<file path="src/rtl/sram_lsu_pkg.sv">
// Shared types and helpers for the SRAM load/store initiator.
// No state; pure definitions used by the align datapath and the top-level FSM.
package sram_lsu_pkg;

  localparam int DataW = 32;

  typedef enum logic [1:0] {
    BYTE    = 2'd0,
    HALF    = 2'd1,
    WORD    = 2'd2,
    ILLEGAL = 2'd3
  } size_e;

  typedef enum logic [2:0] {
    IDLE  = 3'd0,
    BEAT0 = 3'd1,
    BEAT1 = 3'd2,
    WAIT  = 3'd3,
    RESP  = 3'd4
  } state_e;

  // Widen a per-byte lane enable into the SRAM's per-bit write mask.
  function automatic logic [DataW-1:0] byte_mask_to_bit_mask(input logic [3:0] bm);
    logic [DataW-1:0] m;
    m = '0;
    for (int b = 0; b < 4; b++) begin
      m[8*b +: 8] = {8{bm[b]}};
    end
    return m;
  endfunction

endpackage

</file>
<file path="src/rtl/sram_lsu_initiator_if.sv">
// Bundles the core request/response channels and the SRAM port of the initiator.
// slave = initiator side; master = core/harness plus SRAM model side.
interface sram_lsu_initiator_if #(
  parameter int Aw = 15
);

  logic          req_valid_i;
  logic          req_ready_o;
  logic          req_write_i;
  logic [31:0]   req_addr_i;
  logic [1:0]    req_size_i;
  logic          req_unsigned_i;
  logic [31:0]   req_wdata_i;

  logic          rsp_valid_o;
  logic          rsp_ready_i;
  logic [31:0]   rsp_rdata_o;
  logic          rsp_err_o;

  logic          sram_req_o;
  logic          sram_write_o;
  logic [Aw-1:0] sram_addr_o;
  logic [31:0]   sram_wdata_o;
  logic [31:0]   sram_wmask_o;
  logic [31:0]   sram_rdata_i;

  modport slave (
    input  req_valid_i, req_write_i, req_addr_i, req_size_i, req_unsigned_i, req_wdata_i,
    input  rsp_ready_i, sram_rdata_i,
    output req_ready_o, rsp_valid_o, rsp_rdata_o, rsp_err_o,
    output sram_req_o, sram_write_o, sram_addr_o, sram_wdata_o, sram_wmask_o
  );

  modport master (
    output req_valid_i, req_write_i, req_addr_i, req_size_i, req_unsigned_i, req_wdata_i,
    output rsp_ready_i, sram_rdata_i,
    input  req_ready_o, rsp_valid_o, rsp_rdata_o, rsp_err_o,
    input  sram_req_o, sram_write_o, sram_addr_o, sram_wdata_o, sram_wmask_o
  );

endinterface

</file>
<file path="src/rtl/sram_lsu_align.sv">
// Lane steering for misaligned accesses: store masks/data per beat and load merge/extend.
// Purely combinational, no latency, no flow control.
module sram_lsu_align
  import sram_lsu_pkg::*;
(
  input  logic [1:0]  off,
  input  size_e       size,
  input  logic [31:0] wdata,
  output logic [3:0]  bmask0,
  output logic [3:0]  bmask1,
  output logic [31:0] wdata0,
  output logic [31:0] wdata1,
  output logic        split,
  input  logic [31:0] rd_lo,
  input  logic [23:0] rd_hi,
  input  logic        is_unsigned,
  output logic [31:0] ld_data
);

  logic [3:0]  nmask;
  logic [7:0]  bm_wide;
  logic [63:0] wd_wide;
  logic [31:0] raw;

  always_comb begin
    nmask = 4'b0000;
    case (size)
      BYTE:    nmask = 4'b0001;
      HALF:    nmask = 4'b0011;
      WORD:    nmask = 4'b1111;
      default: nmask = 4'b0000;
    endcase
  end

  // Shifting across a double-width window lets the upper lanes spill into beat 1.
  assign bm_wide = {4'b0000, nmask} << off;
  assign wd_wide = {32'h0, wdata} << {off, 3'b000};
  assign bmask0  = bm_wide[3:0];
  assign bmask1  = bm_wide[7:4];
  assign wdata0  = wd_wide[31:0];
  assign wdata1  = wd_wide[63:32];
  assign split   = |bm_wide[7:4];

  always_comb begin
    raw = rd_lo;
    case (off)
      2'd0: raw = rd_lo;
      2'd1: raw = {rd_hi[7:0],  rd_lo[31:8]};
      2'd2: raw = {rd_hi[15:0], rd_lo[31:16]};
      2'd3: raw = {rd_hi[23:0], rd_lo[31:24]};
      default: raw = rd_lo;
    endcase
  end

  always_comb begin
    ld_data = '0;
    case (size)
      BYTE:    ld_data = {{24{raw[7]  & ~is_unsigned}}, raw[7:0]};
      HALF:    ld_data = {{16{raw[15] & ~is_unsigned}}, raw[15:0]};
      WORD:    ld_data = raw;
      default: ld_data = '0;
    endcase
  end

endmodule

</file>
<file path="src/rtl/sram_lsu_initiator.sv">
// Byte-addressed load/store engine over a single-port SRAM; 1-4 cycles request to response.
// One request in flight; req_ready only in IDLE, rsp held indefinitely while rsp_ready is low.
module sram_lsu_initiator
  import sram_lsu_pkg::*;
#(
  parameter int Depth = 1 << 15
) (
  input  logic                 clk_i,
  input  logic                 rst_i,
  sram_lsu_initiator_if.slave  bus
);

  localparam int Aw = $clog2(Depth);

  state_e state, state_nxt;

  logic          lat_write;
  logic          lat_unsigned;
  size_e         lat_size;
  logic [1:0]    lat_off;
  logic [Aw-1:0] lat_w0;
  logic [31:0]   lat_wdata;
  logic [31:0]   rd0;

  logic          sram_req_q, sram_write_q;
  logic [Aw-1:0] sram_addr_q;
  logic [31:0]   sram_wdata_q, sram_wmask_q;
  logic          rsp_valid_q, rsp_err_q;
  logic [31:0]   rsp_rdata_q;

  logic          n_req, n_write;
  logic [Aw-1:0] n_addr;
  logic [31:0]   n_wdata, n_wmask;
  logic          n_rsp_valid, n_rsp_err;
  logic [31:0]   n_rsp_rdata;
  logic          capture;

  logic          hs;
  size_e         in_size;
  logic [Aw-1:0] in_w0;

  logic [1:0]    a_off;
  size_e         a_size;
  logic [31:0]   a_wdata;
  logic [3:0]    bmask0, bmask1;
  logic [31:0]   wdata0, wdata1;
  logic          split;
  logic [31:0]   rd_lo;
  logic [23:0]   rd_hi;
  logic [31:0]   ld_data;

  assign bus.req_ready_o = (state == IDLE) && !rst_i;
  assign hs              = bus.req_valid_i && bus.req_ready_o;
  assign in_size         = size_e'(bus.req_size_i);
  assign in_w0           = bus.req_addr_i[Aw+1:2];

  // In IDLE the datapath looks at the incoming request so beat 0 can be registered at the handshake.
  assign a_off   = (state == IDLE) ? bus.req_addr_i[1:0] : lat_off;
  assign a_size  = (state == IDLE) ? in_size             : lat_size;
  assign a_wdata = (state == IDLE) ? bus.req_wdata_i     : lat_wdata;

  // In WAIT the live SRAM data is the last beat: beat 1 when split, otherwise the only beat.
  assign rd_lo = split ? rd0 : bus.sram_rdata_i;
  assign rd_hi = split ? bus.sram_rdata_i[23:0] : 24'h0;

  sram_lsu_align u_align (
    .off         (a_off),
    .size        (a_size),
    .wdata       (a_wdata),
    .bmask0      (bmask0),
    .bmask1      (bmask1),
    .wdata0      (wdata0),
    .wdata1      (wdata1),
    .split       (split),
    .rd_lo       (rd_lo),
    .rd_hi       (rd_hi),
    .is_unsigned (lat_unsigned),
    .ld_data     (ld_data)
  );

  always_comb begin
    state_nxt   = state;
    n_req       = 1'b0;
    n_write     = 1'b0;
    n_addr      = '0;
    n_wdata     = '0;
    n_wmask     = '0;
    n_rsp_valid = rsp_valid_q;
    n_rsp_rdata = rsp_rdata_q;
    n_rsp_err   = rsp_err_q;
    capture     = 1'b0;

    case (state)
      IDLE: begin
        if (hs) begin
          if (in_size == ILLEGAL) begin
            state_nxt   = RESP;
            n_rsp_valid = 1'b1;
            n_rsp_rdata = '0;
            n_rsp_err   = 1'b1;
          end else begin
            state_nxt = BEAT0;
            n_req     = 1'b1;
            n_write   = bus.req_write_i;
            n_addr    = in_w0;
            if (bus.req_write_i) begin
              n_wdata = wdata0;
              n_wmask = byte_mask_to_bit_mask(bmask0);
            end
          end
        end
      end

      BEAT0: begin
        if (split) begin
          state_nxt = BEAT1;
          n_req     = 1'b1;
          n_write   = lat_write;
          n_addr    = lat_w0 + Aw'(1);
          if (lat_write) begin
            n_wdata = wdata1;
            n_wmask = byte_mask_to_bit_mask(bmask1);
          end
        end else if (!lat_write) begin
          state_nxt = WAIT;
        end else begin
          state_nxt   = RESP;
          n_rsp_valid = 1'b1;
          n_rsp_rdata = '0;
          n_rsp_err   = 1'b0;
        end
      end

      BEAT1: begin
        if (lat_write) begin
          state_nxt   = RESP;
          n_rsp_valid = 1'b1;
          n_rsp_rdata = '0;
          n_rsp_err   = 1'b0;
        end else begin
          state_nxt = WAIT;
          capture   = 1'b1;
        end
      end

      WAIT: begin
        state_nxt   = RESP;
        n_rsp_valid = 1'b1;
        n_rsp_rdata = ld_data;
        n_rsp_err   = 1'b0;
      end

      RESP: begin
        if (bus.rsp_ready_i) begin
          state_nxt   = IDLE;
          n_rsp_valid = 1'b0;
          n_rsp_rdata = '0;
          n_rsp_err   = 1'b0;
        end
      end

      default: state_nxt = IDLE;
    endcase
  end

  always_ff @(posedge clk_i) begin
    if (rst_i) begin
      state        <= IDLE;
      lat_write    <= 1'b0;
      lat_unsigned <= 1'b0;
      lat_size     <= BYTE;
      lat_off      <= '0;
      lat_w0       <= '0;
      lat_wdata    <= '0;
      rd0          <= '0;
      sram_req_q   <= 1'b0;
      sram_write_q <= 1'b0;
      sram_addr_q  <= '0;
      sram_wdata_q <= '0;
      sram_wmask_q <= '0;
      rsp_valid_q  <= 1'b0;
      rsp_rdata_q  <= '0;
      rsp_err_q    <= 1'b0;
    end else begin
      state        <= state_nxt;
      sram_req_q   <= n_req;
      sram_write_q <= n_write;
      sram_addr_q  <= n_addr;
      sram_wdata_q <= n_wdata;
      sram_wmask_q <= n_wmask;
      rsp_valid_q  <= n_rsp_valid;
      rsp_rdata_q  <= n_rsp_rdata;
      rsp_err_q    <= n_rsp_err;
      if (hs) begin
        lat_write    <= bus.req_write_i;
        lat_unsigned <= bus.req_unsigned_i;
        lat_size     <= in_size;
        lat_off      <= bus.req_addr_i[1:0];
        lat_w0       <= in_w0;
        lat_wdata    <= bus.req_wdata_i;
      end
      if (capture) begin
        rd0 <= bus.sram_rdata_i;
      end
    end
  end

  assign bus.sram_req_o   = sram_req_q;
  assign bus.sram_write_o = sram_write_q;
  assign bus.sram_addr_o  = sram_addr_q;
  assign bus.sram_wdata_o = sram_wdata_q;
  assign bus.sram_wmask_o = sram_wmask_q;
  assign bus.rsp_valid_o  = rsp_valid_q;
  assign bus.rsp_rdata_o  = rsp_rdata_q;
  assign bus.rsp_err_o    = rsp_err_q;

  a_no_sram_in_resp: assert property (@(posedge clk_i) disable iff (rst_i)
    (state == RESP) |-> !sram_req_q);

  a_rsp_hold: assert property (@(posedge clk_i) disable iff (rst_i)
    (rsp_valid_q && !bus.rsp_ready_i) |=> (rsp_valid_q && $stable(rsp_rdata_q) && $stable(rsp_err_q)));

endmodule

</file>
<file path="src/flat_wrapper.sv">
// flat-port wrapper written by rule: the top's interface ports become plain ports
module sram_lsu_initiator_flat import sram_lsu_pkg::*;
#(
  parameter int Depth = 1 << 15
)
  (clk_i, rst_i, bus_req_valid_i, bus_req_write_i, bus_req_addr_i, bus_req_size_i, bus_req_unsigned_i, bus_req_wdata_i, bus_rsp_ready_i, bus_sram_rdata_i, bus_req_ready_o, bus_rsp_valid_o, bus_rsp_rdata_o, bus_rsp_err_o, bus_sram_req_o, bus_sram_write_o, bus_sram_addr_o, bus_sram_wdata_o, bus_sram_wmask_o);
  sram_lsu_initiator_if #(.Aw(15)) bus_i ();
  input  logic clk_i;
  input  logic rst_i;
  input wire logic [$bits(bus_i.req_valid_i)-1:0] bus_req_valid_i;
  input wire logic [$bits(bus_i.req_write_i)-1:0] bus_req_write_i;
  input wire logic [$bits(bus_i.req_addr_i)-1:0] bus_req_addr_i;
  input wire logic [$bits(bus_i.req_size_i)-1:0] bus_req_size_i;
  input wire logic [$bits(bus_i.req_unsigned_i)-1:0] bus_req_unsigned_i;
  input wire logic [$bits(bus_i.req_wdata_i)-1:0] bus_req_wdata_i;
  input wire logic [$bits(bus_i.rsp_ready_i)-1:0] bus_rsp_ready_i;
  input wire logic [$bits(bus_i.sram_rdata_i)-1:0] bus_sram_rdata_i;
  output wire logic [$bits(bus_i.req_ready_o)-1:0] bus_req_ready_o;
  output wire logic [$bits(bus_i.rsp_valid_o)-1:0] bus_rsp_valid_o;
  output wire logic [$bits(bus_i.rsp_rdata_o)-1:0] bus_rsp_rdata_o;
  output wire logic [$bits(bus_i.rsp_err_o)-1:0] bus_rsp_err_o;
  output wire logic [$bits(bus_i.sram_req_o)-1:0] bus_sram_req_o;
  output wire logic [$bits(bus_i.sram_write_o)-1:0] bus_sram_write_o;
  output wire logic [$bits(bus_i.sram_addr_o)-1:0] bus_sram_addr_o;
  output wire logic [$bits(bus_i.sram_wdata_o)-1:0] bus_sram_wdata_o;
  output wire logic [$bits(bus_i.sram_wmask_o)-1:0] bus_sram_wmask_o;
  assign bus_i.req_valid_i = bus_req_valid_i;
  assign bus_i.req_write_i = bus_req_write_i;
  assign bus_i.req_addr_i = bus_req_addr_i;
  assign bus_i.req_size_i = bus_req_size_i;
  assign bus_i.req_unsigned_i = bus_req_unsigned_i;
  assign bus_i.req_wdata_i = bus_req_wdata_i;
  assign bus_i.rsp_ready_i = bus_rsp_ready_i;
  assign bus_i.sram_rdata_i = bus_sram_rdata_i;
  assign bus_req_ready_o = bus_i.req_ready_o;
  assign bus_rsp_valid_o = bus_i.rsp_valid_o;
  assign bus_rsp_rdata_o = bus_i.rsp_rdata_o;
  assign bus_rsp_err_o = bus_i.rsp_err_o;
  assign bus_sram_req_o = bus_i.sram_req_o;
  assign bus_sram_write_o = bus_i.sram_write_o;
  assign bus_sram_addr_o = bus_i.sram_addr_o;
  assign bus_sram_wdata_o = bus_i.sram_wdata_o;
  assign bus_sram_wmask_o = bus_i.sram_wmask_o;
  sram_lsu_initiator #(.Depth(Depth)) u_core (.clk_i(clk_i), .rst_i(rst_i), .bus(bus_i));
endmodule
</file>
<file path="config.mk">
export PLATFORM = sky130hd
export DESIGN_NAME = sram_lsu_initiator_flat
export DESIGN_NICKNAME = d
export VERILOG_FILES = /design/src/rtl/sram_lsu_pkg.sv /design/src/rtl/sram_lsu_initiator_if.sv /design/src/rtl/sram_lsu_align.sv /design/src/rtl/sram_lsu_initiator.sv /design/src/flat_wrapper.sv
export SDC_FILE = /design/constraint.sdc
export NUM_CORES = 1
export LEC_CHECK = 0
export ABC_CLOCK_PERIOD_IN_PS = 4900
export CAP_MARGIN = 10
export CORE_UTILIZATION = 50
export DETAILED_ROUTE_END_ITERATION = 10
export HOLD_SLACK_MARGIN = 0.03
export PLACE_DENSITY = 0.83
export REMOVE_ABC_BUFFERS = 1
export SLEW_MARGIN = 20
export SYNTH_ARGS = -nofsm -noshare
export SYNTH_HDL_FRONTEND = slang
export SYNTH_SLANG_ARGS = --single-unit
</file>
<file path="constraint.sdc">
create_clock -name clk_i -period 4.9 [get_ports clk_i]
set_input_delay 0.735 -clock clk_i [delete_from_list [all_inputs] [get_ports clk_i]]
set_output_delay 0.735 -clock clk_i [all_outputs]
set_load 0.01 [all_outputs]
</file>
* Word-level counts from Yosys, hierarchy flattened
Index checks and enable logic that the tools add are counted.
** Cells by class
- Muxes and demuxes :: 55
- Bitwise operators :: 3
- Equal/unequal tests :: 14
- Reduce and logical (&&, ||, !) cells :: 10
- $add $sub $neg :: 1
- Shift operators :: 2
** Operators with widths (count)
- $mux W32 :: 17
- $pmux W32 S5 :: 1
- $pmux W32 S2 :: 2
- $pmux W32 S4 :: 1
- $pmux W32 S3 :: 1
- $shl A32 B5 Y64 :: 1
- $mux W15 :: 3
- $pmux W15 S2 :: 1
- $mux W24 :: 1
- $add A15 B1 Y15 const B :: 1
- $mux W1 :: 15
- $mux W3 :: 5
- $pmux W3 S5 :: 1
- $pmux W4 S3 :: 1
- $pmux W1 S5 :: 2
- $eq A2 B2 Y1 const B :: 4
- $shl A4 B2 Y8 :: 1
- $eq A3 B2 Y1 const B :: 2
- $ne A2 B2 Y1 const B :: 3
- $reduce_and A5 Y1 :: 1
- $reduce_bool A5 Y1 :: 1
- $eq A2 B1 Y1 const B :: 2
- $logic_not A2 Y1 :: 2
- $mux W2 :: 2
- other kinds (11) :: 14
** Storage, ports and cells
- Bits of input ports :: 104
- Register bits :: 203
- Logic and storage cells :: 101

* Depth between registers and ports, before layout
Gate-level depths: netlist (run 1).
- Depth after elaboration :: 11
- Gate-level depth with buffers :: 15
- Gate-level depth less buffers :: 10

* By module
A second synthesis (run 1) with hierarchy kept.
** Unflattened totals
- Cells, all modules :: 1096
- Area total of the unflattened synthesis :: 9606.7 sq um
** Modules (own cells, without submodules)
- sram_lsu_initiator :: instances 1, cells an instance 808, area an instance 7449.6 sq um
- sram_lsu_align :: instances 1, cells an instance 288, area an instance 2157.1 sq um

* Worst setup path before layout (run 1)
No wires, ideal clock.
- Path kind :: register to register
- Start :: register u_core.state[0]
- End :: register u_core.sram_wdata_q[17], in the netlist u_core.bus.sram_wdata_o[17]
- Arrival time :: 3.508 ns
- Stages on the path, launching flop included :: 14
- Library setup time :: 0.075 ns
- Slack :: 1.317 ns
- Clock period less this slack :: 3.583 ns
- Buffers on the path :: 4
- Cells stage by stage :: dfxtp_1 -> clkbuf_1 -> nor3_1 -> clkbuf_1 -> buf_2 -> mux2i_1 -> ha_1 -> nand3b_1 -> mux2i_1 -> nor3_4 -> buf_4 -> nor3_4 -> nand2_1 -> o21ai_0
** On the way
- Longest elaborated chain between the ends :: 8
- Elaborated cells between the ends (all ways) :: 20
** RTL lines
- start, declared :: RTL line sram_lsu_initiator.sv:15 : state_e state, state_nxt;
- start signal, assigned :: RTL line sram_lsu_initiator.sv:185 : state <= state_nxt;
- $logic_not A3 Y1
- $mux W2 :: RTL line sram_lsu_initiator.sv:59 : assign a_size = (state == IDLE) ? in_size : lat_size;
- $eq A2 B2 Y1 (tied with other cells) :: RTL line sram_lsu_align.sv:27 : case (size)
- $pmux W4 S3 :: RTL line sram_lsu_align.sv:27
- $shl A4 B2 Y8 :: RTL line sram_lsu_align.sv:36 : assign bm_wide = {4'b0000, nmask} << off;
- $reduce_or A4 Y1 :: RTL line sram_lsu_align.sv:42 : assign split = |bm_wide[7:4];
- $mux W32 :: RTL line sram_lsu_initiator.sv:115 : if (split) begin
- $pmux W32 S2 (*) :: RTL line sram_lsu_initiator.sv:93 : case (state)
- end signal, assigned :: RTL line sram_lsu_initiator.sv:189 : sram_wdata_q <= n_wdata;
- end, declared :: RTL line sram_lsu_initiator.sv:27 : logic [31:0] sram_wdata_q, sram_wmask_q;
Mark *: on every way between the ends. The rest lies on a longest branch, timed or not.
A chain may end at the register's enable or synchronous reset.

* Final worst setup path (run 1)
- Start :: register u_core.state[0]
- End :: register u_core.sram_addr_q[2], in the netlist u_core.bus.sram_addr_o[2]
** On the way
- Longest elaborated chain between the ends :: 8
- Elaborated cells between the ends (all ways) :: 15
** RTL lines
- $logic_not A3 Y1
- $mux W2 :: RTL line sram_lsu_initiator.sv:59
- $eq A2 B2 Y1 (tied with other cells) :: RTL line sram_lsu_align.sv:27
- $pmux W4 S3 :: RTL line sram_lsu_align.sv:27
- $shl A4 B2 Y8 :: RTL line sram_lsu_align.sv:36
- $reduce_or A4 Y1 :: RTL line sram_lsu_align.sv:42
- $mux W15 :: RTL line sram_lsu_initiator.sv:115
- $pmux W15 S2 (*) :: RTL line sram_lsu_initiator.sv:93
- end signal, assigned :: RTL line sram_lsu_initiator.sv:188 : sram_addr_q <= n_addr;
- end, declared :: RTL line sram_lsu_initiator.sv:26 : logic [Aw-1:0] sram_addr_q;
Marks and branches as above.

==> key figures, run 1 <==
STA
  • Final count of hold timing violations: 0
  • Slew Limit Headroom: 27.17%
  • Tmin final: 3915 ps
  • Part of the cycle the worst path needs: 79.89%
  • Setup repair after global routing missed its margin: no
  • Slew at the pin closest to its max-slew limit: about 1100 ps
  • Setup-violating endpoint count in the final report: 0
  • Fmax achieved: ~0.26 GHz
  • Slew Limit Fails: 0
  • Smallest setup slack after layout: 985.3 ps
  • Post-route clock skew: 13.78 ps
  • Final-layout setup total negative slack: 0 ps

Die
  • Die boundary height: between 100 and 150 um
  • Area of the placeable core: between 15,000 and 20,000 um2
  • Initial Utilization: approximately half
  • Floorplan row count: 49
  • Die Wd: between 100 and 150 um
  • Die outline area: 18,960 um2
  • Number of top-level pins: 220

Finish
  • Non-filler instance count after layout: 1,581
  • Synth-to-layout area growth: 26.96%
  • Share of final-layout standard cells stronger than drive strength 1: under 10%
  • Leading cell type in the layout, fill and taps excluded: sky130_fd_sc_hd__nand2_1
  • Final nets: approximately 1,500
  • Most frequent cells in the layout: 273 x sky130_fd_sc_hd__nand2_1, 203 x sky130_fd_sc_hd__clkdlybuf4s50_1, 167 x sky130_fd_sc_hd__dfxtp_1
  • Final Core Density: around two thirds
  • Design Area, Final: 11,690 um2
  • Final antenna diode count: 0

Drt
  • WL final: 29.55 mm
  • Ratio of routed vias to standard cells: around 6
  • Routed via count: 9,732
  • Router iterations before antenna repair: 5
  • Antenna-violating nets left: 0
  • Average wire per cell in the routed design: 18.69 um
  • DRC errors left: 0
  • Number of DRC violations after detailed-routing iteration 0: 1,092

Worst setup path
  • Data required, critical path: about 5300 ps
  • Startpoint kind of the worst setup timing path: flop
  • WP buf/inv: 1
  • Kind of capture point of the worst setup path: flop
  • Kind of cell adding the most delay to the critical path: simple AND/OR/NAND/NOR gates
  • Worst-path maximum fanout: 16
  • Biggest cell delay along the critical path: between 800 and 900 ps
  • Kind of critical path: flop to flop
  • Crit path max-delay cell type: sky130_fd_sc_hd__nor4b_4
  • Worst endpoint data arrival time: around 4300 ps
  • CP cell instances: nor3_2 > mux2i_1 > ha_1 > inv_1 > a21oi_2 > nor3_4 > nor4b_4 > nand2_1 > a21oi_1

Run
  • Max_cap viols: 0

Status
  • Status: finished clean

CTS
  • Clock tree from TritonCTS: yes
  • Number of buffers added by the clock tree synthesis step: 17
  • Deepest level of the CTS H-tree: 4
  • # hold bufs at CTS: 0
  • CTS clk-pin slew, worst paths: ~60 ps
  • Clock latency on the worst-skew pair: around 440 ps
  • CTS Sinks: 167
  • Post-cts resize count: 0
  • Buffer levels on the longest clock path: 2
  • Number of buffers inserted by post-CTS setup repair: 0
  • Master cell of the clock root buffer: sky130_fd_sc_hd__clkbuf_16

Synth
  • Number of synthesized flops with an enable pin: 0
  • Async S/R FF share, synth: 0%
  • Synth area leader: sky130_fd_sc_hd__dfxtp_1
  • Mapped cell area: between 9000 and 10,000 um2
  • Most area-consuming cells after synthesis: sky130_fd_sc_hd__dfxtp_1 36%, sky130_fd_sc_hd__nand2_1 11%, sky130_fd_sc_hd__mux2i_1 4.8%
  • Top cell type's share of synthesized area: 36.30%
  • Distinct cell type count after synthesis: 66
  • Synthesized area per cell: 7.524 um2
  • Cell count after synthesis: 1,224
  • Synth Register Bits: between 150 and 200
  • YS warnings: 0
  • Predominant post-synthesis flop cell: sky130_fd_sc_hd__dfxtp_1
  • Share of the yosys chip area belonging to registers: ~36%

Power
  • Comb power frac: a little under half
  • Internal: approximately 3.1 mW
  • IR drop worst, VDD: about 0.30 mV
  • NetSw: 2.334 mW
  • Net Sw Frac: around 43%
  • Clock group share of total power: roughly a quarter
  • Part of the power in registers: about 30%
  • Total power per unit cell area: 468.9 nW/um2
  • Reported leakage power: 4.301 nW

Placement
  • GP Congestion: approximately 0.90
  • HPWL after DPL: approximately 19 mm
  • Post-place setup slack: roughly 760 ps
  • Cells after DPL: around 1,600
  • Port bufs: 204
  • Standard cell area after detailed placement: 11,110 um2

Global routing
  • Maximum number of pins on one net before global-route repair: 85
  • Antenna violations before repair: 0
  • Vias in the first global route: 8,955
  • GRT Util Overall: a little under a third
  • Remaining Overflow, GRT: 0
  • Global-route wire length before repair: around 45 mm

Hold path
  • Type of the tightest min-delay check: flop to flop
registers in the layout (all words and copies together), names as in the netlist, 2 cells and up:
signal                   flops
u_core.rd0                  24
u_core.state                 3
u_core.lat_off               2
u_core.bus.sram_addr_o      15
u_core.lat_w0               15
u_core.bus.sram_wmask_o      4
u_core.bus.sram_wdata_o     32
u_core.bus.rsp_rdata_o      32
u_core.lat_wdata            32
u_core.lat_size              2
stage by stage:
| step | power (mW) | hold WS [ps] |
|---|---|---|
| 4_1_cts | 5.398 | 457.5 |
| 5_1_grt | 5.729 | 471.3 |
| 2_1_floorplan | 3.272 | 429.6 |
| 3_3_place_gp | 4.030 | 440.8 |
| 6_report | 5.482 | 459.7 |
| 3_5_place_dp | 4.077 | 449.0 |
cells in the mapped netlist, drive strengths merged (14+ instances only):
cell / count
buf: 57
nand2b: 53
dfxtp: 167
a22oi: 31
o21ai: 83
o22ai: 20
and3: 16
nor2: 70
a21oi: 80
nand3: 56
mux2i: 44
clkbuf: 69
nand2: 274
nor3: 28
a31oi: 18
inv: 14
path summary, 6_finish.rpt:
path	start	to	slack [ps]	cells past startpoint
max reg2reg	u_core.state[0]	u_core.bus.sram_addr_o[2]	990	9
min	u_core.rd0[12]	u_core.rd0[12]	460	2
max	u_core.state[0]	u_core.bus.sram_addr_o[2]	990	9
min reg2reg	u_core.rd0[12]	u_core.rd0[12]	460	2
cell families (layout without fill, tap and decap cells):
| group | after synthesis | in the layout | synth area share, % |
|---|---|---|---|
| multiplexers | 57 | 57 | 6.372 |
| flip-flops | 167 | 167 | 36.30 |
| XOR/XNOR | 14 | 14 | 1.332 |
| AND/OR/NAND/NOR | 538 | 538 | 27.04 |
| adder cells (fa/ha/maj) | 6 | 6 | 0.8152 |
| buffers and inverters | 140 | 268 | 7.242 |
| AO/OA/AOI/OAI | 302 | 302 | 20.90 |
metal layers:
layer,global-route usage [%],routed length [um]
met5,0,0
met4,12.20,610
met3,7.469,3718
met2,50.89,13750
met1,38.02,11470
power groups by stage:
stage | logic (mW) | clock network [mW] | registers (mW)
after floorplan | 1.61 | 0 | 1.67
after global placement | 2.37 | 0 | 1.66
after detailed placement | 2.41 | 0 | 1.66
after CTS | 2.44 | 1.32 | 1.64
after global routing | 2.70 | 1.38 | 1.65
final | 2.52 | 1.32 | 1.64
cell type report:
| type | count | area, um2 |
|---|---|---|
| inverters | 14 | 52.55 |
| clock inverters | 7 | 97.59 |
| flip-flops and latches | 167 | 3343 |
| repair buffers | 225 | 2207 |
| multi-input cells | 917 | 5240 |
| well taps | 229 | 286.5 |
| fillers | 1529 | 6334 |
| clock buffers | 22 | 464.2 |
worst register-to-register path, cell delays in order (launching register included):
cell                      delay (ps)
sky130_fd_sc_hd__dfxtp_1         490
sky130_fd_sc_hd__nor3_2          320
sky130_fd_sc_hd__mux2i_1         410
sky130_fd_sc_hd__ha_1            620
sky130_fd_sc_hd__inv_1           290
sky130_fd_sc_hd__a21oi_2         330
sky130_fd_sc_hd__nor3_4          200
sky130_fd_sc_hd__nor4b_4         850
sky130_fd_sc_hd__nand2_1         140
sky130_fd_sc_hd__a21oi_1         180
Power figures use the tool's default switching activity.
==> run 2: changes to the inputs <==
--- a/config.mk
+++ b/config.mk
@@ -5,7 +5,7 @@
 export SDC_FILE = /design/constraint.sdc
 export NUM_CORES = 1
 export LEC_CHECK = 0
-export ABC_CLOCK_PERIOD_IN_PS = 4900
+export ABC_CLOCK_PERIOD_IN_PS = 4000
 export CAP_MARGIN = 10
 export CORE_UTILIZATION = 50
 export DETAILED_ROUTE_END_ITERATION = 10
==> constraint.sdc (replaced) <==
create_clock -name clk_i -period 4 [get_ports clk_i]
set_input_delay 0.6 -clock clk_i [delete_from_list [all_inputs] [get_ports clk_i]]
set_output_delay 0.6 -clock clk_i [all_outputs]
set_load 0.01 [all_outputs]
==> run 2 against run 1 <==
  * Via count increased by 0.27%
  * Hold slack got worse by 8.0 ps
  * Critical path depth increased by 1
==> key figures, run 2 (synthesis gave the netlist of run 1 again) <==
Status
  • Status: finished clean

Drt
  • Antenna-violating nets left: 0 (unchanged)
  • Number of DRC violations after detailed-routing iteration 0: 965 (-12%)
  • Average wire per cell in the routed design: 18.54 um (-0.81%)
  • DRC errors left: 0 (unchanged)
  • Router iterations before antenna repair: 6 (+1)
  • Routed via count: 9,758 (+0.27%)
  • WL final: 29.60 mm (+0.20%)
  • Ratio of routed vias to standard cells: 6.110 (-0.74%)

STA
  • Tmin final: 3301 ps (-613.2 ps)
  • Setup repair after global routing missed its margin: no
  • Post-route clock skew: 10.63 ps (-3.158 ps)
  • Slew Limit Fails: 0 (unchanged)
  • Part of the cycle the worst path needs: 82.54% (+2.6 points)
  • Final hold slack: 451.6 ps (-8.045 ps)
  • Final count of hold timing violations: 0 (unchanged)
  • Slew Limit Headroom: 29.75% (+2.6 points)
  • Slew at the pin closest to its max-slew limit: 1050 ps (-39.56 ps)
  • Setup-violating endpoint count in the final report: 0 (unchanged)
  • Fmax achieved: 0.3029 GHz (+19%)

Hold path
  • Number of cells traversed by the worst hold path: 2 (unchanged)
  • Hold EP: u_core.lat_write
  • Type of the tightest min-delay check: input port to flop
  • Startpoint of the worst hold path: rst_i

CTS
  • Number of buffers inserted by post-CTS setup repair: 0 (unchanged)
  • Clock latency on the worst-skew pair: 440 ps (about the same)
  • Master cell of the clock root buffer: sky130_fd_sc_hd__clkbuf_16
  • Clock tree from TritonCTS: yes
  • Deepest level of the CTS H-tree: 4 (unchanged)
  • Post-cts resize count: 0 (unchanged)
  • CTS Sinks: 167 (unchanged)
  • Buffer levels on the longest clock path: 2 (unchanged)
  • CTS clk-pin slew, worst paths: 70 ps (about the same)
  • # hold bufs at CTS: 0 (unchanged)
  • Number of buffers added by the clock tree synthesis step: 17 (unchanged)

Placement
  • Standard cell area after detailed placement: 11,230 um2 (+1.1%)
  • HPWL after DPL: 19.47 mm (+2.4%)
  • Cells after DPL: 1,565 (+0.90%)
  • GP Congestion: 0.9022 (about the same)
  • Port bufs: 204 (unchanged)

Worst setup path
  • Critical register-to-register path endpoint: u_core.bus.rsp_rdata_o[3]
  • Worst endpoint data arrival time: 3620 ps (-660 ps)
  • Kind of capture point of the worst setup path: flop
  • Startpoint of the most critical register-to-register path: u_core.state[2]
  • Cell count of the worst reg-to-reg path: 10 (+1)
  • Startpoint kind of the worst setup timing path: flop
  • Data required, critical path: 4320 ps (-950 ps)
  • Kind of critical path: flop to flop
  • Worst-path maximum fanout: 9 (-7)
  • Slack of the worst reg-to-reg path: 700 ps (-290 ps)

Die
  • Die Wd: 137.7 um (unchanged)
  • Number of top-level pins: 220 (unchanged)
  • Die boundary height: 137.7 um (unchanged)
  • Die outline area: 18,960 um2 (unchanged)
  • Area of the placeable core: 18,020 um2 (unchanged)
  • Floorplan row count: 49 (unchanged)
  • Initial Utilization: 51.09% (unchanged)

Finish
  • Most frequent cells in the layout: 273 x sky130_fd_sc_hd__nand2_1, 203 x sky130_fd_sc_hd__clkdlybuf4s50_1, 167 x sky130_fd_sc_hd__dfxtp_1
  • Final antenna diode count: 0 (unchanged)
  • Share of final-layout standard cells stronger than drive strength 1: 7.456% (+1.3 points)
  • Final nets: 1,465 (+0.90%)
  • Non-filler instance count after layout: 1,597 (+1.0%)
  • Synth-to-layout area growth: 28.74%
  • Number of filler cells placed in the layout: 1,520 (-0.59%)
  • Design Area, Final: 11,860 um2 (+1.4%)
  • Leading cell type in the layout, fill and taps excluded: sky130_fd_sc_hd__nand2_1

Global routing
  • Remaining Overflow, GRT: 0 (unchanged)
  • Global-route wire length before repair: 45.89 mm (+1.4%)
  • GRT Util Overall: 31.08% (+0.40 points)
  • Maximum number of pins on one net before global-route repair: 81 (-4.7%)
  • Antenna violations before repair: 0 (unchanged)
  • Vias in the first global route: 9,078 (+1.4%)

Power
  • Reported leakage power: 4.411 nW (+2.6%)
  • Power consumption: 6.924 mW (+26%)
  • Total power per unit cell area: 584.1 nW/um2 (+25%)
  • IR drop worst, VDD: 0.3772 mV (+27%)

Run
  • Max_cap viols: 0 (unchanged)
==> run 2: cell types whose count changed in the layout (fill, tap and decap cells not counted), sizes merged <==
cell,previous run,this run
bufinv,2,3
clkinvlp,2,0
buf,22,35
inv,15,20
clkbuf,22,18
clkinv,2,5
==> run 2: worst max path at each step <==
stage | from | endpoint | cells after the start
2_1_floorplan | u_core.state[2] | u_core.bus.rsp_rdata_o[1] | 8
3_3_place_gp | bus_req_size_i[0] | u_core.bus.rsp_rdata_o[0] | 10
3_5_place_dp | bus_req_size_i[0] | u_core.bus.rsp_rdata_o[0] | 10
4_1_cts | u_core.state[2] | u_core.bus.sram_wdata_o[20] | 10
5_1_grt | u_core.state[2] | u_core.bus.rsp_rdata_o[20] | 10
6_report | u_core.state[2] | u_core.bus.rsp_rdata_o[3] | 10
==> run 2: worst max-delay path, stage by stage (launching register included) <==
cell and delay (ps):
sky130_fd_sc_hd__dfxtp_1 340, sky130_fd_sc_hd__nor3_2 450, sky130_fd_sc_hd__mux2i_1 400, sky130_fd_sc_hd__ha_1 300, sky130_fd_sc_hd__nand3b_1 190, sky130_fd_sc_hd__mux2i_1 190
sky130_fd_sc_hd__nor3_4 400, sky130_fd_sc_hd__buf_4 300, sky130_fd_sc_hd__mux2i_1 220, sky130_fd_sc_hd__a211oi_1 100, sky130_fd_sc_hd__a211o_1 290
==> run 2: area by class of cell <==
cell class | count | area [um2] | share of cell area [%]
clock buffers | 18 | 439.2 | 3.704
clock inverters | 14 | 188.9 | 1.594
inverters | 14 | 52.55 | 0.4433
multi-input cells | 917 | 5240 | 44.20
repair buffers | 238 | 2305 | 19.44
flip-flops and latches | 167 | 3343 | 28.20
well taps | 229 | 286.5 | 2.417
==> run 2: power breakdown <==
group	leakage, nW	internal [mW]	switching [mW]	total (mW)
clock	0.313	1.02	0.756	1.78
combinational	2.74	1.12	2.05	3.17
sequential	1.36	1.84	0.131	1.97
==> run 2: per-stage QoR <==
step	setup TNS, ps	setup slack, ps	utilization, %
5_1_grt	0	514.4	65.77
3_5_place_dp	0	492.1	62.29
3_3_place_gp	0	563.0	62.29
6_report	0	698.5	65.77
4_1_cts	0	796.8	65.77
2_1_floorplan	-189600	-2197	-
==> run 2: routing by layer <==
metal | vias up | GRT usage [%] | share of wire [%]
li1 | 4526 | - | -
met1 | 4531 | 38.20 | 41
met2 | 613 | 51.42 | 46
met3 | 88 | 6.696 | 10
met4 | 0 | 14.92 | 2.9
met5 | - | 0 | 0
==> run 3: changes to the inputs <==
--- a/config.mk
+++ b/config.mk
@@ -5,7 +5,7 @@
 export SDC_FILE = /design/constraint.sdc
 export NUM_CORES = 1
 export LEC_CHECK = 0
-export ABC_CLOCK_PERIOD_IN_PS = 4000
+export ABC_CLOCK_PERIOD_IN_PS = 3400
 export CAP_MARGIN = 10
 export CORE_UTILIZATION = 50
 export DETAILED_ROUTE_END_ITERATION = 10
==> constraint.sdc (replaced) <==
create_clock -name clk_i -period 3.4 [get_ports clk_i]
set_input_delay 0.51 -clock clk_i [delete_from_list [all_inputs] [get_ports clk_i]]
set_output_delay 0.51 -clock clk_i [all_outputs]
set_load 0.01 [all_outputs]
==> run 3 against run 2 <==
  * Power rose by 18%
  * Utilization rose by 0.77 points
  * Clock power rose by 13%
  * Flip-flop and latch count did not move
  * Routed wire length fell by 0.62%
  * Non-clock buffer count rose by 18
  * Clock-buffer cell count did not move
  * Combinational power rose by 21%
  * First-iteration DRC count rose by 14%
  * Worst setup slack got worse by 440 ps
  * Maximum frequency rose by 5.0%
  * Highest routed layer unchanged
==> key figures, run 3 (synthesis gave the netlist of run 1 again) <==
Status
  • Status: finished clean

Finish
  • Final antenna diode count: 0 (unchanged)
  • Leading cell type in the layout, fill and taps excluded: sky130_fd_sc_hd__nand2_1
  • Design Area, Final: 11,990 um2 (+1.2%)
  • Share of final-layout standard cells stronger than drive strength 1: 8.658% (+1.2 points)
  • Most frequent cells in the layout: 273 x sky130_fd_sc_hd__nand2_1, 203 x sky130_fd_sc_hd__clkdlybuf4s50_1, 167 x sky130_fd_sc_hd__dfxtp_1
  • Number of filler cells placed in the layout: 1,517 (-0.20%)
  • Final Core Density: 66.54% (+0.77 points)
  • Final nets: 1,483 (+1.2%)
  • Synth-to-layout area growth: 30.24%

Global routing
  • Maximum number of pins on one net before global-route repair: 103 (+27%)
  • Global-route wire length before repair: 45.71 mm (-0.39%)
  • Vias in the first global route: 8,941 (-1.5%)
  • GRT Util Overall: 31.13% (+0.052 points)
  • Remaining Overflow, GRT: 0 (unchanged)
  • Antenna violations before repair: 0 (unchanged)

STA
  • Tmin final: 3144 ps (-157.5 ps)
  • Setup repair after global routing missed its margin: no
  • Setup-violating endpoint count in the final report: 0 (unchanged)
  • Fmax achieved: 0.3181 GHz (+5.0%)
  • Final count of hold timing violations: 0 (unchanged)
  • Slew Limit Headroom: 37.27% (+7.5 points)
  • Part of the cycle the worst path needs: 92.47% (+9.9 points)
  • Post-route clock skew: 11.37 ps (+0.7434 ps)
  • Slew Limit Fails: 0 (unchanged)
  • Slew at the pin closest to its max-slew limit: 941.0 ps (-109.4 ps)

Drt
  • DRC errors left: 0 (unchanged)
  • Average wire per cell in the routed design: 18.22 um (-1.7%)
  • Router iterations before antenna repair: 7 (+1)
  • Ratio of routed vias to standard cells: 5.989 (-2.0%)
  • Routed via count: 9,672 (-0.88%)
  • Number of DRC violations after detailed-routing iteration 0: 1,103 (+14%)
  • Antenna-violating nets left: 0 (unchanged)
  • WL final: 29.42 mm (-0.62%)

Die
  • Floorplan row count: 49 (unchanged)
  • Area of the placeable core: 18,020 um2 (unchanged)
  • Initial Utilization: 51.09% (unchanged)
  • Die boundary height: 137.7 um (unchanged)
  • Die outline area: 18,960 um2 (unchanged)
  • Number of top-level pins: 220 (unchanged)
  • Die Wd: 137.7 um (unchanged)

Worst setup path
  • Worst endpoint data arrival time: 3470 ps (-150 ps)
  • Worst setup path startpoint: u_core.state[2]
  • Worst-path maximum fanout: 9 (unchanged)
  • Startpoint kind of the worst setup timing path: flop
  • Kind of capture point of the worst setup path: flop
  • Slack of the worst reg-to-reg path: 260 ps (-440 ps)
  • Critical register-to-register path endpoint: u_core.bus.rsp_rdata_o[3]
  • Cell count of the worst reg-to-reg path: 11 (+1)
  • Kind of critical path: flop to flop
  • Data required, critical path: 3730 ps (-590 ps)
  • Startpoint of the most critical register-to-register path: u_core.state[2]

Power
  • Power consumption: 8.175 mW (+18%)
  • Total power per unit cell area: 681.6 nW/um2 (+17%)
  • Reported leakage power: 4.498 nW (+2.0%)
  • IR drop worst, VDD: 0.6093 mV (+62%)

Placement
  • GP Congestion: 0.9263 (+2.7%)
  • Port bufs: 204 (unchanged)
  • HPWL after DPL: 19.62 mm (+0.74%)
  • Standard cell area after detailed placement: 11,390 um2 (+1.5%)

CTS
  • Clock latency on the worst-skew pair: 440 ps (about the same)
  • Clock tree from TritonCTS: yes
  • CTS Sinks: 167 (unchanged)
  • # hold bufs at CTS: 0 (unchanged)
  • Number of buffers added by the clock tree synthesis step: 17 (unchanged)
  • CTS clk-pin slew, worst paths: 70 ps (about the same)
  • Master cell of the clock root buffer: sky130_fd_sc_hd__clkbuf_16
  • Post-cts resize count: 0 (unchanged)
  • Buffer levels on the longest clock path: 2 (unchanged)
  • Number of buffers inserted by post-CTS setup repair: 0 (unchanged)
  • Deepest level of the CTS H-tree: 4 (unchanged)

Hold path
  • Type of the tightest min-delay check: flop to flop
  • Hold EP: u_core.rd0[15]
  • Startpoint of the worst hold path: u_core.rd0[15]
  • Number of cells traversed by the worst hold path: 2 (unchanged)

Run
  • Max_cap viols: 0 (unchanged)
-- run 3: routing by layer --
metal  vias up  GRT usage (%)  routed length (um)
met5         -              0                   0
met4         0          11.78                 584
met3        70          7.984                2973
met2       573          52.18               14160
met1      4461          38.16               11700
li1       4568              -                   -
-- run 3: cell type report --
type / count / area [um2] / area share [%]
clock inverter: 14 / 161.4 / 1.346
sequential: 167 / 3343 / 27.87
clock buffer: 18 / 439.2 / 3.662
multi-input combinational: 917 / 5234 / 43.64
inverter: 14 / 52.55 / 0.4381
timing repair buffer: 256 / 2477 / 20.66
tap: 229 / 286.5 / 2.389
-- run 3: worst max path at each step --
stage	to	slack [ps]	cells past startpoint
finish	u_core.bus.rsp_rdata_o[3]	260	11
global route	u_core.bus.rsp_rdata_o[3]	90	11
CTS	u_core.bus.rsp_rdata_o[3]	290	10
detailed placement	u_core.bus.rsp_rdata_o[3]	40	11
global placement	u_core.bus.rsp_rdata_o[0]	140	11
floorplan	u_core.bus.rsp_rdata_o[1]	-2800	8
-- run 3: stage by stage --
stage	worst slack [ps]	hold slack [ps]	setup TNS, ps	std cells
after floorplan	-2797	429.6	-275400	1098
final	256.0	459.8	0	1615
after global placement	142.8	443.0	0	1583
after detailed placement	39.40	448.0	0	1583
after CTS	287.8	460.2	0	1615
after global routing	85.53	486.1	0	1615
-- run 3: worst max-delay path: stages, from the launching register on --
cell and delay, ps:
sky130_fd_sc_hd__dfxtp_1 330, sky130_fd_sc_hd__or3_1 400, sky130_fd_sc_hd__nand2_1 80, sky130_fd_sc_hd__nand2_1 110
sky130_fd_sc_hd__ha_1 440, sky130_fd_sc_hd__nand3b_1 200, sky130_fd_sc_hd__mux2i_1 160, sky130_fd_sc_hd__nor3_4 370
sky130_fd_sc_hd__buf_4 300, sky130_fd_sc_hd__mux2i_1 270, sky130_fd_sc_hd__a211oi_1 110, sky130_fd_sc_hd__a211o_1 270
-- run 3: power breakdown --
part	switching [mW]	total, mW	internal (mW)
sequential	0.148	2.31	2.17
combinational	2.42	3.85	1.43
clock	0.885	2.01	1.12
total	3.46	8.17	4.72
